===== config.mk =====
export PLATFORM = sky130hd
export DESIGN_NAME = serial_subtractor
export DESIGN_NICKNAME = d
export VERILOG_FILES = /design/src/rtl/serial_arith_pkg.sv /design/src/rtl/serial_subtractor_full_subtractor.sv /design/src/rtl/serial_subtractor.sv
export SDC_FILE = /design/constraint.sdc
export NUM_CORES = 1
export LEC_CHECK = 0
export ABC_AREA = 1
export CAP_MARGIN = 5
export CORE_AREA = 2 2 70 72
export CTS_BUF_LIST = sky130_fd_sc_hd__clkbuf_4 sky130_fd_sc_hd__clkbuf_8
export DETAILED_ROUTE_END_ITERATION = 8
export DIE_AREA = 0 0 72 74
export SYNTH_ARGS = -nofsm -noshare
export SYNTH_HDL_FRONTEND = slang
export SYNTH_SLANG_ARGS = --single-unit

===== constraint.sdc =====
create_clock -name clk -period 1.05 [get_ports clk]
set_input_delay 0.21 -clock clk [delete_from_list [all_inputs] [get_ports clk]]
set_output_delay 0.21 -clock clk [all_outputs]
set_load 0.01 [all_outputs]

===== src/rtl/serial_arith_pkg.sv =====
// Shared definitions for the bit-serial arithmetic units.
package serial_arith_pkg;

    typedef enum logic [1:0] {
        IDLE  = 2'd0,
        SHIFT = 2'd1,
        DONE  = 2'd2
    } sub_state_t;

    localparam int SUB_DEFAULT_WIDTH = 8;

endpackage


===== src/rtl/serial_subtractor_full_subtractor.sv =====
// Single-bit full subtractor cell: d = a - b - bin, bout is the borrow out.
module full_subtractor (
    input  logic a,
    input  logic b,
    input  logic bin,
    output logic d,
    output logic bout
);

    assign d    = a ^ b ^ bin;
    assign bout = (~a & b) | (~(a ^ b) & bin);

endmodule


===== src/rtl/serial_subtractor.sv =====
// Bit-serial subtractor, LSB first, one bit per clock. Optional signed overflow
// flag is built only when SERIAL_SUB_OVF_EN is defined; otherwise ovf is tied low.
//
//   state | meaning
//   IDLE  | waiting for start; outputs hold the last result
//   SHIFT | one difference bit per cycle, WIDTH cycles
//   DONE  | one-cycle done pulse, then back to IDLE
module serial_subtractor
    import serial_arith_pkg::*;
#(
    parameter int WIDTH = SUB_DEFAULT_WIDTH
) (
    input  logic             clk,
    input  logic             rst_n,
    input  logic             start,
    input  logic [WIDTH-1:0] a,
    input  logic [WIDTH-1:0] b,
    output logic             busy,
    output logic             done,
    output logic [WIDTH-1:0] diff,
    output logic             borrow,
    output logic             ovf
);

    localparam int CW = $clog2(WIDTH);
    localparam logic [CW-1:0] LAST = CW'(WIDTH - 1);

    sub_state_t       state;
    logic [WIDTH-1:0] a_sr;
    logic [WIDTH-1:0] b_sr;
    logic [CW-1:0]    cnt;
    logic             bin;
    logic             d_bit;
    logic             bout_bit;
    logic             accept;
    logic             last_shift;

    full_subtractor u_cell (
        .a    (a_sr[0]),
        .b    (b_sr[0]),
        .bin  (bin),
        .d    (d_bit),
        .bout (bout_bit)
    );

    assign accept     = (state == IDLE) && start;
    assign last_shift = (state == SHIFT) && (cnt == LAST);

    always_ff @(posedge clk or negedge rst_n) begin
        if (!rst_n) begin
            state  <= IDLE;
            a_sr   <= '0;
            b_sr   <= '0;
            cnt    <= '0;
            bin    <= 1'b0;
            diff   <= '0;
            borrow <= 1'b0;
            busy   <= 1'b0;
            done   <= 1'b0;
        end else begin
            case (state)
                IDLE: begin
                    done <= 1'b0;
                    if (start) begin
                        a_sr  <= a;
                        b_sr  <= b;
                        bin   <= 1'b0;
                        diff  <= '0;
                        cnt   <= '0;
                        busy  <= 1'b1;
                        state <= SHIFT;
                    end
                end
                SHIFT: begin
                    a_sr <= a_sr >> 1;
                    b_sr <= b_sr >> 1;
                    diff <= {d_bit, diff[WIDTH-1:1]};
                    bin  <= bout_bit;
                    cnt  <= cnt + CW'(1);
                    // Only the final borrow is published; intermediate ones stay in bin.
                    if (cnt == LAST) begin
                        borrow <= bout_bit;
                        busy   <= 1'b0;
                        done   <= 1'b1;
                        state  <= DONE;
                    end
                end
                DONE: begin
                    done  <= 1'b0;
                    state <= IDLE;
                end
                default: begin
                    busy  <= 1'b0;
                    done  <= 1'b0;
                    state <= IDLE;
                end
            endcase
        end
    end

`ifdef SERIAL_SUB_OVF_EN
    logic a_msb;
    logic b_msb;
    logic ovf_q;

    // The new diff MSB is the bit being shifted in on the last edge.
    always_ff @(posedge clk or negedge rst_n) begin
        if (!rst_n) begin
            a_msb <= 1'b0;
            b_msb <= 1'b0;
            ovf_q <= 1'b0;
        end else if (accept) begin
            a_msb <= a[WIDTH-1];
            b_msb <= b[WIDTH-1];
        end else if (last_shift) begin
            ovf_q <= (a_msb != b_msb) && (d_bit != a_msb);
        end
    end

    assign ovf = ovf_q;
`else
    logic unused_ovf;
    assign unused_ovf = accept ^ last_shift;
    assign ovf        = 1'b0;
`endif

endmodule


# == After elaboration in Yosys (flattened, before gate mapping) ==
# Cells that the tools add are included.
# word_totals
register_bits,33
inputBits,19
output_inout_bits,12
elab_cells,47
# classes
add_sub_neg,1
eq_ne,5
mux,18
n_bitwise,8
n_reduce_logical,6
# ops
op,count
$pmux 8 s2,3
$mux 8,3
$pmux 3 s2,1
$reduce_and 2->1,3
$mux 1,5
$mux 2,2
$pmux 2 s2,1
$add 3x1->3 const B,1
$eq 3x3->1 const B,1
$mux 3,1
$not 1->1,3
$pmux 1 s3,1
$reduce_and 3->1,1
$and 1x1->1,2
$eq 2x1->1 const B,1
$eq 2x2->1 const B,1
$logic_not 2->1,1
$ne 2x1->1 const B,1
$ne 2x2->1 const B,1
$pmux 1 s2,1
$reduce_bool 2->1,1
$xor 1x1->1,2
$or 1x1->1,1

# == Longest topological paths before layout ==
# logic_depth
word_depth,5
mapped_depth,6
depth_no_buf,6

# == By module ==
# Synthesis repeated with hierarchy kept, for this count alone.
# hier_totals
cells_unflattened,200
area_unflattened_um2,1607.8
# modules_own_cells
mod,instances,cells_each,area_per_inst_um2,seq_area_each_um2
serial_subtractor,1,196,1576.5,825.8
full_subtractor,1,4,31.3,0.0

# == Worst setup path after synthesis ==
# OpenSTA, ideal clock, no wires.
# synth_path
path_type,register to register
from,reg cnt[0]
to,reg borrow
setup_time_ns,0.123
t_arrival_ns,1.047
t_required_ns,0.927
path_slack_ns,-0.120
stages_incl_launch_ff,7
path_buffers,0
period_less_slack_ns,1.170
cell_sequence,dfrtp_1 -> ha_1 -> ha_1 -> inv_1 -> nor2_4 -> nand2_1 -> nand2_1
# synth_via
elab_chain_len,2
# synth_rtl
element,line,source
from (decl),serial_subtractor.sv:31,logic [CW-1:0] cnt;
from (signal assigned),serial_subtractor.sv:79,cnt <= cnt + CW'(1);
$eq 3x3->1,serial_subtractor.sv:81,if (cnt == LAST) begin
$reduce_and 2->1 (no source line),n/a,
to (signal assigned),serial_subtractor.sv:82,borrow <= bout_bit;
to (decl),serial_subtractor.sv:21,"output logic borrow,"
# No other way between the ends.
# A chain may end at the register's enable or synchronous reset.

# == Final worst setup path ==
# layout_path
from,reg state[1]
to,reg b_sr[3]
# layout_via
elab_chain_len,3
word_cells_on_any_way,6
cone_classes,eq/ne (2); mux (1); reduce/logical (3)
# layout_rtl
element,line,source
from (decl),serial_subtractor.sv:28,sub_state_t state;
from (signal assigned),serial_subtractor.sv:51,state <= IDLE;
from (signal assigned),serial_subtractor.sv:71,state <= SHIFT;
from (signal assigned),serial_subtractor.sv:85,state <= DONE;
$eq 2x1->1 / $logic_not 2->1 (equally long branches),serial_subtractor.sv:61,case (state)
$reduce_bool 2->1 (no source line) / $ne 2x2->1 (equally long branches),n/a,
$reduce_and 2->1 (no source line),n/a,
to (signal assigned),serial_subtractor.sv:76,b_sr <= b_sr >> 1;
to (decl),serial_subtractor.sv:30,logic [WIDTH-1:0] b_sr;
# Several ways; a longest one is shown, not always the timed one.

==> impl_metrics.csv <==
group,metric,value,unit
synthesis,yosys_most_used_dff,"sky130_fd_sc_hd__dfrtp_1",
critical_path,path_max_fanout,12,
synthesis,synth_seq_cells,33,
critical_path,crit_chain,"inv_4, buf_6, buf_12, nand3_1, nand3_2, nand2_1",
layout,ant_diodes,0,
synthesis,synth-adder-area-share,0.0258,
layout,final_layout_size_suffix_gt1_frac,0.385,
layout,final_net_count,281,
placed_design,port_buffers,29,
global_route,grt_pass1_vias,1387,
global_route,antenna_found_initial,0,
critical_path,worstPathArrival,1.30,ns
timing,final_min_period_over_clock_period,1.07,
drt,wirelength,3.87,mm
synthesis,syn-instance-count,199,
placed_design,place.gp.congestion,0.750,
floorplanning,fp.coreArea,4600,µm²
flow_run,drv_cap,0,
clocking,clk_pin_slew,0.08,ns
power_and_ir_drop,power_density,2850,nW/µm²
floorplanning,die_x,72,µm
clocking,tritoncts,"yes",
timing,post-route-worst-setup-slack,-0.0728,ns
placed_design,placement.cell_area,2280,µm²
synthesis,yosys.area_share.xor_xnor,0,
global_route,grt_use_total,0.165,
synthesis,main_combinational_cell_family_by_area_after_synthesis,"simple AND/OR/NAND/NOR gates",
synthesis,synth_edf_count,0,
synthesis,average_cell_area_after_synthesis,8.76,µm²
floorplanning,die_area,5330,µm²
clocking,ctsRootBufferMaster,"sky130_fd_sc_hd__clkbuf_8",
drt,drcViolationCount,0,
drt,drt-wirelength-per-cell,12.3,µm
critical_path,worstPathRequired,1.23,ns
synthesis,netlist_area,1740,µm²
synthesis,syn-num-nets,221,
timing,finalCriticalPeriod,1.12,ns
clocking,cts_buffers,5,
clocking,htree_levels,2,
critical_path,worstSetupStartpointType,"flip-flop",
synthesis,yosys.area_share.simple,0.337,
timing,hold_viol_final,0,
floorplanning,rows,25,
clocking,clk_path_buf_depth,2,
clocking,cts_hold_buffers,0,
critical_path,critical_path.max_stage_delay,0.41,ns
power_and_ir_drop,p_total,7.13,mW
layout,final_area,2500,µm²
drt,detail_route.first_pass.iterations,4,
timing,timing_max_transition_violations_final,0,
synthesis,netlist-cell-type-count,21,
drt,routed-via-count,1468,
synthesis,synth.area.mux_share,0,
clocking,clock_latency_on_the_worst_skew_pair,0.29,ns
timing,setup_repair_after_global_routing_missed_its_margin,"yes",
run_status,violations_in_the_final_reports,"setup timing",
hold_path,hold_path_class,"primary input to asynchronous set/reset pin",
floorplanning,floorplan.initialDensity,0.379,
synthesis,synth-compound-area-share,0.0330,
critical_path,crit_slowest_cell,"sky130_fd_sc_hd__dfrtp_1",
synthesis,synth.yosys.seq_area_share,0.474,
critical_path,critical_path.top_delay_family,"flip-flops",
critical_path,worstSetupEndpointType,"flip-flop",
critical_path,number_of_buffer_and_inverter_instances_along_the_worst_setup_path,3,
layout,synthToLayoutAreaGrowth,43.3,%
placed_design,dpl_worst_slack,-0.305,ns
floorplanning,die_y,74,µm
synthesis,synth_warnings,0,
power_and_ir_drop,vdd.ir_drop.worst,1.48,mV
critical_path,critical_path_class,"flip-flop to flip-flop",
drt,number_of_design_rule_violations_left_by_the_first_detailed_router_iteration,59,
timing,achievable-frequency,891,MHz
synthesis,synth-async-reset-ratio,1.00,
global_route,grt_first_pass_wirelength,6.74,mm
timing,clock-skew-final,0.00524,ns
power_and_ir_drop,leakage,1.29,nW
placed_design,dp_hpwl,2.58,mm
global_route,globalRouteOverflowTotal,0,
timing,timing.final.setup_violations,22,
drt,mean_number_of_vias_per_cell,4.68,
floorplanning,pin_count,31,
run_status,outcome,"finished with violations",
clocking,cts.sink_count,33,
global_route,grt_start_max_net_pins,34,
drt,final_ant_viol_nets,0,
synthesized netlist by cell type, types with 2 or more instances:
master / count / area share
sky130_fd_sc_hd__buf_2: 2 / 0.0057
sky130_fd_sc_hd__nand2_8: 3 / 0.034
sky130_fd_sc_hd__nand3_1: 40 / 0.11
sky130_fd_sc_hd__nand4_1: 2 / 0.0072
sky130_fd_sc_hd__buf_4: 6 / 0.026
sky130_fd_sc_hd__nand2_1: 48 / 0.10
sky130_fd_sc_hd__nor2_1: 6 / 0.013
sky130_fd_sc_hd__nor2_4: 2 / 0.013
sky130_fd_sc_hd__nand3_2: 9 / 0.052
sky130_fd_sc_hd__inv_1: 30 / 0.065
sky130_fd_sc_hd__buf_6: 3 / 0.019
sky130_fd_sc_hd__dfrtp_1: 33 / 0.47
sky130_fd_sc_hd__ha_1: 2 / 0.014
sky130_fd_sc_hd__o21ai_0: 6 / 0.017
cell type report:
class / instances / area [µm²]
Fill cell: 415 / 2100
Sequential cell: 33 / 827
Multi-Input combinational cell: 123 / 791
Timing Repair Buffer: 65 / 599
Inverter: 31 / 121
Clock buffer: 5 / 68.8
Tap cell: 54 / 67.6
Clock inverter: 3 / 22.5
path summary, 6_finish.rpt:
path,from,to,slack [ns],cells after the start
worst max-delay path,state[1],b_sr[3],-0.07,6
worst min-delay path,rst_n,a_sr[0],0.29,2
worst max register to register,state[1],b_sr[3],-0.07,6
worst min register to register,borrow,borrow,0.50,2
max in group asynchronous,rst_n,state[0],0.57,2
min in group clk,b[7],b_sr[7],0.48,3
what timing repair did:
| item | in CTS | in global routing |
|---|---|---|
| pin swaps | 8 | 2 |
| gates resized for setup | 62 | 16 |
| hold endpoints to repair | 0 | 0 |
| setup endpoints to repair | 41 | 37 |
| cloned | 1 | 0 |
| setup buffers | 6 | 2 |
power breakdown:
| group | switching (mW) | internal, mW |
|---|---|---|
| clock | 0.502 | 0.465 |
| sequential | 0.360 | 1.87 |
| combinational | 1.98 | 1.95 |
| total | 2.84 | 4.28 |
per-layer routing:
metal  track usage  routed length (µm)  up-vias
met5             0                   0        -
met4        0.0650                  56        0
met3        0.0393                 181        6
met2         0.246                1710       33
met1         0.233                1920      682
li1              -                   -      747
placed cells by master (no fill, tap or decap):
| master | instances |
|---|---|
| sky130_fd_sc_hd__a21oi_2 | 1 |
| sky130_fd_sc_hd__a21oi_4 | 1 |
| sky130_fd_sc_hd__buf_12 | 5 |
| sky130_fd_sc_hd__buf_16 | 1 |
| sky130_fd_sc_hd__buf_2 | 11 |
| sky130_fd_sc_hd__buf_4 | 27 |
| sky130_fd_sc_hd__buf_6 | 3 |
| sky130_fd_sc_hd__clkbuf_8 | 5 |
| sky130_fd_sc_hd__clkdlybuf4s50_1 | 18 |
| sky130_fd_sc_hd__clkinvlp_4 | 3 |
| sky130_fd_sc_hd__conb_1 | 1 |
| sky130_fd_sc_hd__dfrtp_1 | 32 |
| sky130_fd_sc_hd__dfrtp_2 | 1 |
| sky130_fd_sc_hd__fa_1 | 1 |
| sky130_fd_sc_hd__ha_2 | 1 |
| sky130_fd_sc_hd__ha_4 | 1 |
| sky130_fd_sc_hd__inv_1 | 26 |
| sky130_fd_sc_hd__inv_2 | 3 |
| sky130_fd_sc_hd__inv_4 | 2 |
| sky130_fd_sc_hd__nand2_1 | 40 |
| sky130_fd_sc_hd__nand2_2 | 8 |
| sky130_fd_sc_hd__nand2_8 | 3 |
| sky130_fd_sc_hd__nand3_1 | 31 |
| sky130_fd_sc_hd__nand3_2 | 18 |
| sky130_fd_sc_hd__nand4_1 | 2 |
| sky130_fd_sc_hd__nor2_1 | 4 |
| sky130_fd_sc_hd__nor2_2 | 2 |
| sky130_fd_sc_hd__nor2_4 | 2 |
| sky130_fd_sc_hd__o21ai_0 | 1 |
| sky130_fd_sc_hd__o21ai_1 | 3 |
| sky130_fd_sc_hd__o21ai_2 | 2 |
| sky130_fd_sc_hd__o22ai_1 | 1 |
per-stage QoR:
step	std cells	setup TNS, ns	util	hold slack [ns]
detailed placement	297	-8.35	0.495	0.482
global route	314	-2.58	0.543	0.310
global placement	297	-8.19	0.495	0.481
CTS	312	-1.03	0.530	0.288
floorplan	199	-0.0295	-	-0.0856
finish	314	-0.857	0.543	0.286
state kept, by name (all words and copies together) (netlist names):
name,count
busy,1
state,2
borrow,1
done,1
diff,8
bin,1
b_sr,8
cnt,3
a_sr,8
logic make-up (layout without fill, tap and decap cells):
kind of cell,count (synthesis),after routing
other cells,1,1
flops,33,33
compound gates,9,9
fa+ha+maj,3,3
buf+inv,43,104
simple gates,110,110
No activity file was read; power rests on OpenSTA's default activity.
==> edit 1 (same settings) <==
The option `SERIAL_SUB_OVF_EN` is turned on by a define.
--- a/src/rtl/serial_subtractor.sv
+++ b/src/rtl/serial_subtractor.sv
@@ -5,6 +5,8 @@
 //   IDLE  | waiting for start; outputs hold the last result
 //   SHIFT | one difference bit per cycle, WIDTH cycles
 //   DONE  | one-cycle done pulse, then back to IDLE
+`define SERIAL_SUB_OVF_EN
+
 module serial_subtractor
     import serial_arith_pkg::*;
 #(
Behaviour: not the same (a bounded check fails within 10 cycles, from zero or initial values and one cycle with rst_n low).
==> edit 1 against the original RTL <==
The flow still finishes with violations (setup timing); non-clock buffer count up 11; critical path depth grew 1; clock power fell by 2%; final area grew 18%; sequential cell count grew 3; routed wire length up 22%; combinational power rose by 34%; die area stayed put; worst setup slack got worse by 0.23 ns; area after synthesis is essentially flat; clock skew rose by 0.010 ns; total power increased by 21%; critical path type unchanged; critical endpoint is now ovf.
==> edit 1: results (changes against the original RTL) <==
status:
  status: "complete, but fails checks"
  violations: "setup timing"
synthesis:
  synth.distinct_cells: 18  # -14%
  synth.area.top_cells: "dfrtp_1, nand2_1, nand3_1"
  synthTopCellsByCount: "nand2_1, dfrtp_1, nand3_1, inv_1, nor2_1"
  synth_ff_type: "dfrtp_1"
  synthesis.nets: 233  # +5.4%
  synth_seq_area_share_pct: 51.6  # +4.3 points
  async_flop_share_pct: 100  # unchanged
  yosysWarnings: 0  # unchanged
sta:
  tns_ns: -4.34  # -3.48 ns
  fin_skew_ns: 0.0154  # +0.0101 ns
  setup_viol: 35  # +59%
  tightest_slew_ns: 0.230
  hold_ws_ns: 0.281  # -0.00427 ns
  finalWorstSetupSlack_ns: -0.303  # -0.230 ns
setup_path:
  crit_fanout: 2  # -10
  worstRegToRegCells: 7  # +1
  cp.arrival_ns: 1.55  # +0.25 ns
  rr_startpoint: "b_sr[0]"
  r2r-end: "ovf"
cts:
  cts_buffers: 5  # unchanged
  root_buffer: "clkbuf_8"
  htreeDepth: 2  # unchanged
  clk_latency_ns: 0.30
  path_clk_slew_ns: 0.08  # about the same
  cts_buffer_depth: 2  # unchanged
pwr:
  p_sw_share_pct: 40.9  # +0.96 points
  p_leak_nw: 1.47  # +14%
  vdd_drop_max_mv: 1.22  # -17%
layout:
  nFillCells: 388  # -6.5%
  diodes: 0  # unchanged
  drive_gt1_share_pct: 48.1  # +9.6 points
  fin_nets: 312  # +11%
  largestRegisters: "a_sr: 8 flops, b_sr: 8 flops, diff: 8 flops"
global_route:
  grt_max_degree: 37  # +8.8%
  grt_usage_pct: 18.6  # +2.2 points
  grt_pass1_vias: 1556  # +12%
  grt_pass1_wl_um: 7480  # +11%
  antenna_found_initial: 0  # unchanged
drt:
  vias_per_cell: 4.76  # +1.8%
  wirelength_um: 4730  # +22%
  dr.pass1.iters: 5  # +1
  first_iter_violations: 79  # +34%
placement:
  hpwl_um: 2640  # +2.4%
  placedInstanceArea_mm2: 0.00232  # +2.0%
  port_buffers: 30  # +3.4%
  gp_congestion: 0.752  # +0.25%
worst_hold_path:
  min_path_type: "in2async"
## edit 1: cell types whose count changed in the layout (fill, tap and decap cells not counted), moves of 4 or more
cell,before,now
buf_6,3,12
buf_4,27,22
nand2_2,8,20
nor2_4,2,11
nand3_2,18,12
nand2_4,0,6
nor2_1,4,10
nand3_1,31,20
o21ai_2,2,6
## edit 1: layout make-up
class	instances	area [um^2]	area share (%)
clock buffers	6	76.3	2.59
inverters	29	124	4.21
multi-input cells	142	993	33.7
flip-flops and latches	36	903	30.7
well taps	54	67.6	2.29
repair buffers	76	781	26.5
## edit 1: cell families after synthesis
logic type	count (synthesis)	share of synthesized area, %
adders and majority gates	3	2.58
AOI/OAI and AO/OA	11	3.80
buffers and inverters	36	9.61
and+or+nand+nor	125	32.4
DFF	36	51.6
## edit 1: per-layer routing
metal	vias up	GRT usage (%)	share of wire [%]
met5	-	0	0
met4	0	7.97	2.2
met3	9	4.61	5.0
met2	39	29.1	50
met1	775	25.0	42
li1	809	-	-
## edit 1: stage by stage
step | utilization (%) | std cells | worst slack [ns]
6_report | 64.1 | 343 | -0.303
3_5_place_dp | 50.5 | 315 | -0.360
2_1_floorplan | - | 211 | -0.203
5_1_grt | 64.1 | 343 | -0.392
3_3_place_gp | 50.5 | 315 | -0.306
4_1_cts | 57.7 | 333 | -0.296
## edit 1: repair_timing
item                                    CTS  global route
endpoints found under the setup margin   48            42
pin swaps                                16            30
gates resized for setup                 100            57
cloned                                    4             2
endpoints found under the hold margin     0             0
setup buffers                             8            12
## edit 1: how the worst max path moves through the flow
stage	startpoint	endpoint	cells past startpoint
after global placement	start	a_msb	5
after CTS	b_sr[0]	ovf	7
after floorplan	bin	ovf	7
after detailed placement	start	a_msb	5
after global routing	b_sr[0]	diff[7]	4
final	b_sr[0]	ovf	7
## edit 1: power by group through the flow
stage | clock (mW) | combinational, mW | sequential [mW]
finish | 0.950 | 5.26 | 2.45
global route | 1.03 | 5.76 | 2.53
CTS | 0.956 | 4.33 | 2.39
detailed placement | 0 | 3.44 | 2.44
global placement | 0 | 3.39 | 2.42
floorplan | 0 | 1.90 | 2.44
## edit 1: critical path: stages (launching register included)
cell and delay (ns):
dfrtp_1 0.37, inv_2 0.05, fa_1 0.57, inv_2 0.07, nand3_2 0.05, nand2_1 0.05, nand2_1 0.05, nand2_1 0.05
==> edit 2 (config.mk and constraints unchanged) <==
Made on the original files. The 3 states of `sub_state_t` get a one-hot encoding in 3 bits.
--- a/src/rtl/serial_arith_pkg.sv
+++ b/src/rtl/serial_arith_pkg.sv
@@ -1,10 +1,10 @@
 // Shared definitions for the bit-serial arithmetic units.
 package serial_arith_pkg;
 
-    typedef enum logic [1:0] {
-        IDLE  = 2'd0,
-        SHIFT = 2'd1,
-        DONE  = 2'd2
+    typedef enum logic [2:0] {
+        IDLE  = 3'b001,
+        SHIFT = 3'b010,
+        DONE  = 3'b100
     } sub_state_t;
 
     localparam int SUB_DEFAULT_WIDTH = 8;
Function: same outputs for any inputs over 10 cycles, from zero or initial values and one cycle with rst_n low; not proved beyond that.
==> edit 2 against the original RTL <==
Clock power is 26% higher; sequential cell count rose by 1; largest cell class unchanged; count of clock-buffer cells in the layout rose by 2; the run still ends with setup timing left; routed wire length shrank 10%; cell count fell by 1.3%; via count decreased by 6.4%; critical path type unchanged; area after synthesis decreased by 7.8%; worst setup slack got worse by 0.16 ns; final area is 6.4% lower; total power fell by 18%.
==> edit 2: results (changes against the original RTL) <==
synthesis:
  synth.distinct_cells: 24  # +14%
  synth_seq_area_share_pct: 53.0  # +5.6 points
  synthAdderAreaFrac_pct: 2.80  # +0.22 points
  synth_compound_area_share_pct: 0.700  # -2.6 points
  yosysWarnings: 0  # unchanged
  avgSynthCellArea_um2: 8.20  # -6.3%
  synthTopCellsByCount: "nand2_1, dfrtp_1, inv_1, nand3_1, nor2_1"
  synth.area.top_cells: "dfrtp_1, nand2_1, buf_6"
  synth.area.mux_share_pct: 0.623  # +0.62 points
  synth_ff_type: "dfrtp_1"
  synthesis.nets: 218  # -1.4%
sta:
  fin_skew_ns: 0.00417  # -0.00107 ns
  setup_viol: 33  # +50%
  hold_ws_ns: 0.283  # -0.00207 ns
  finalWorstSetupSlack_ns: -0.232  # -0.159 ns
layout:
  drive_gt1_share_pct: 30.9  # -7.6 points
  fin_cells: 310  # -1.3%
  largestRegisters: "a_sr: 8 flops, b_sr: 8 flops, diff: 8 flops"
  fin_nets: 277  # -1.4%
  nFillCells: 455  # +9.6%
global_route:
  grt_pass1_wl_um: 5950  # -12%
  grt_pass1_vias: 1375  # -0.87%
  grt_max_degree: 35  # +2.9%
  grt_usage_pct: 14.7  # -1.8 points
setup_path:
  crit_path_end: "a_sr[3]"
  rr_startpoint: "state[0]"
  crit_fanout: 8  # -4
  critPathSlowestCell: "dfstp_2"
cts:
  path_clk_slew_ns: 0.07
drt:
  wirelength_um: 3460  # -10%
  vias_per_cell: 4.43  # -5.2%
  first_iter_violations: 61  # +3.4%
placement:
  dp.cells: 293  # -1.3%
  gp_congestion: 0.733  # -2.2%
  place_ws_ns: -0.329  # -0.0245 ns
  hpwl_um: 2160  # -16%
status:
  violations: "setup timing"
  status: "complete, but fails checks"
pwr:
  vdd_drop_max_mv: 1.11  # -25%
  p_leak_nw: 1.29  # about the same
==> edit 2: changes by cell type after synthesis, moves of 4 or more <==
cell,unedited run,this run
inv_1,30,6
nand3_2,9,0
o21ai_0,6,0
buf_4,6,2
nand3_1,40,6
nand2_1,48,122
==> edit 2: report_power, final <==
part,internal (mW),switching (mW)
sequential,1.77,0.270
clock,0.761,0.461
combinational,1.17,1.40
==> edit 2: repair_timing <==
| action | CTS | global route |
|---|---|---|
| resized for setup | 51 | 22 |
| pin swaps | 0 | 16 |
| gates cloned | 0 | 1 |
| setup buffers | 1 | 7 |
| endpoints found under the setup margin | 44 | 39 |
==> edit 2: per-layer routing <==
| layer | vias to the layer above | share of wire [%] | global-route usage [%] |
|---|---|---|---|
| li1 | 709 | - | - |
| met1 | 625 | 45 | 17.4 |
| met2 | 33 | 47 | 24.9 |
| met3 | 7 | 5.1 | 3.39 |
| met4 | 0 | 2.3 | 8.18 |
| met5 | - | 0 | 0 |
==> edit 2: layout make-up <==
type                            count  share of cell area, %
Multi-Input combinational cell    145                   31.4
Clock buffer                        7                   3.59
Timing Repair Buffer               60                   22.6
Sequential cell                    34                   36.5
Inverter                            9                   1.77
Tap cell                           54                   2.89
Clock inverter                      1                   1.28
==> edit 2: stage by stage <==
| step | instance area (um^2) | TNS (ns) |
|---|---|---|
| global placement | 2090 | -9.19 |
| detailed placement | 2090 | -9.74 |
| CTS | 2180 | -5.14 |
| floorplan | 1630 | -4.42 |
| finish | 2340 | -5.99 |
| global route | 2340 | -7.78 |
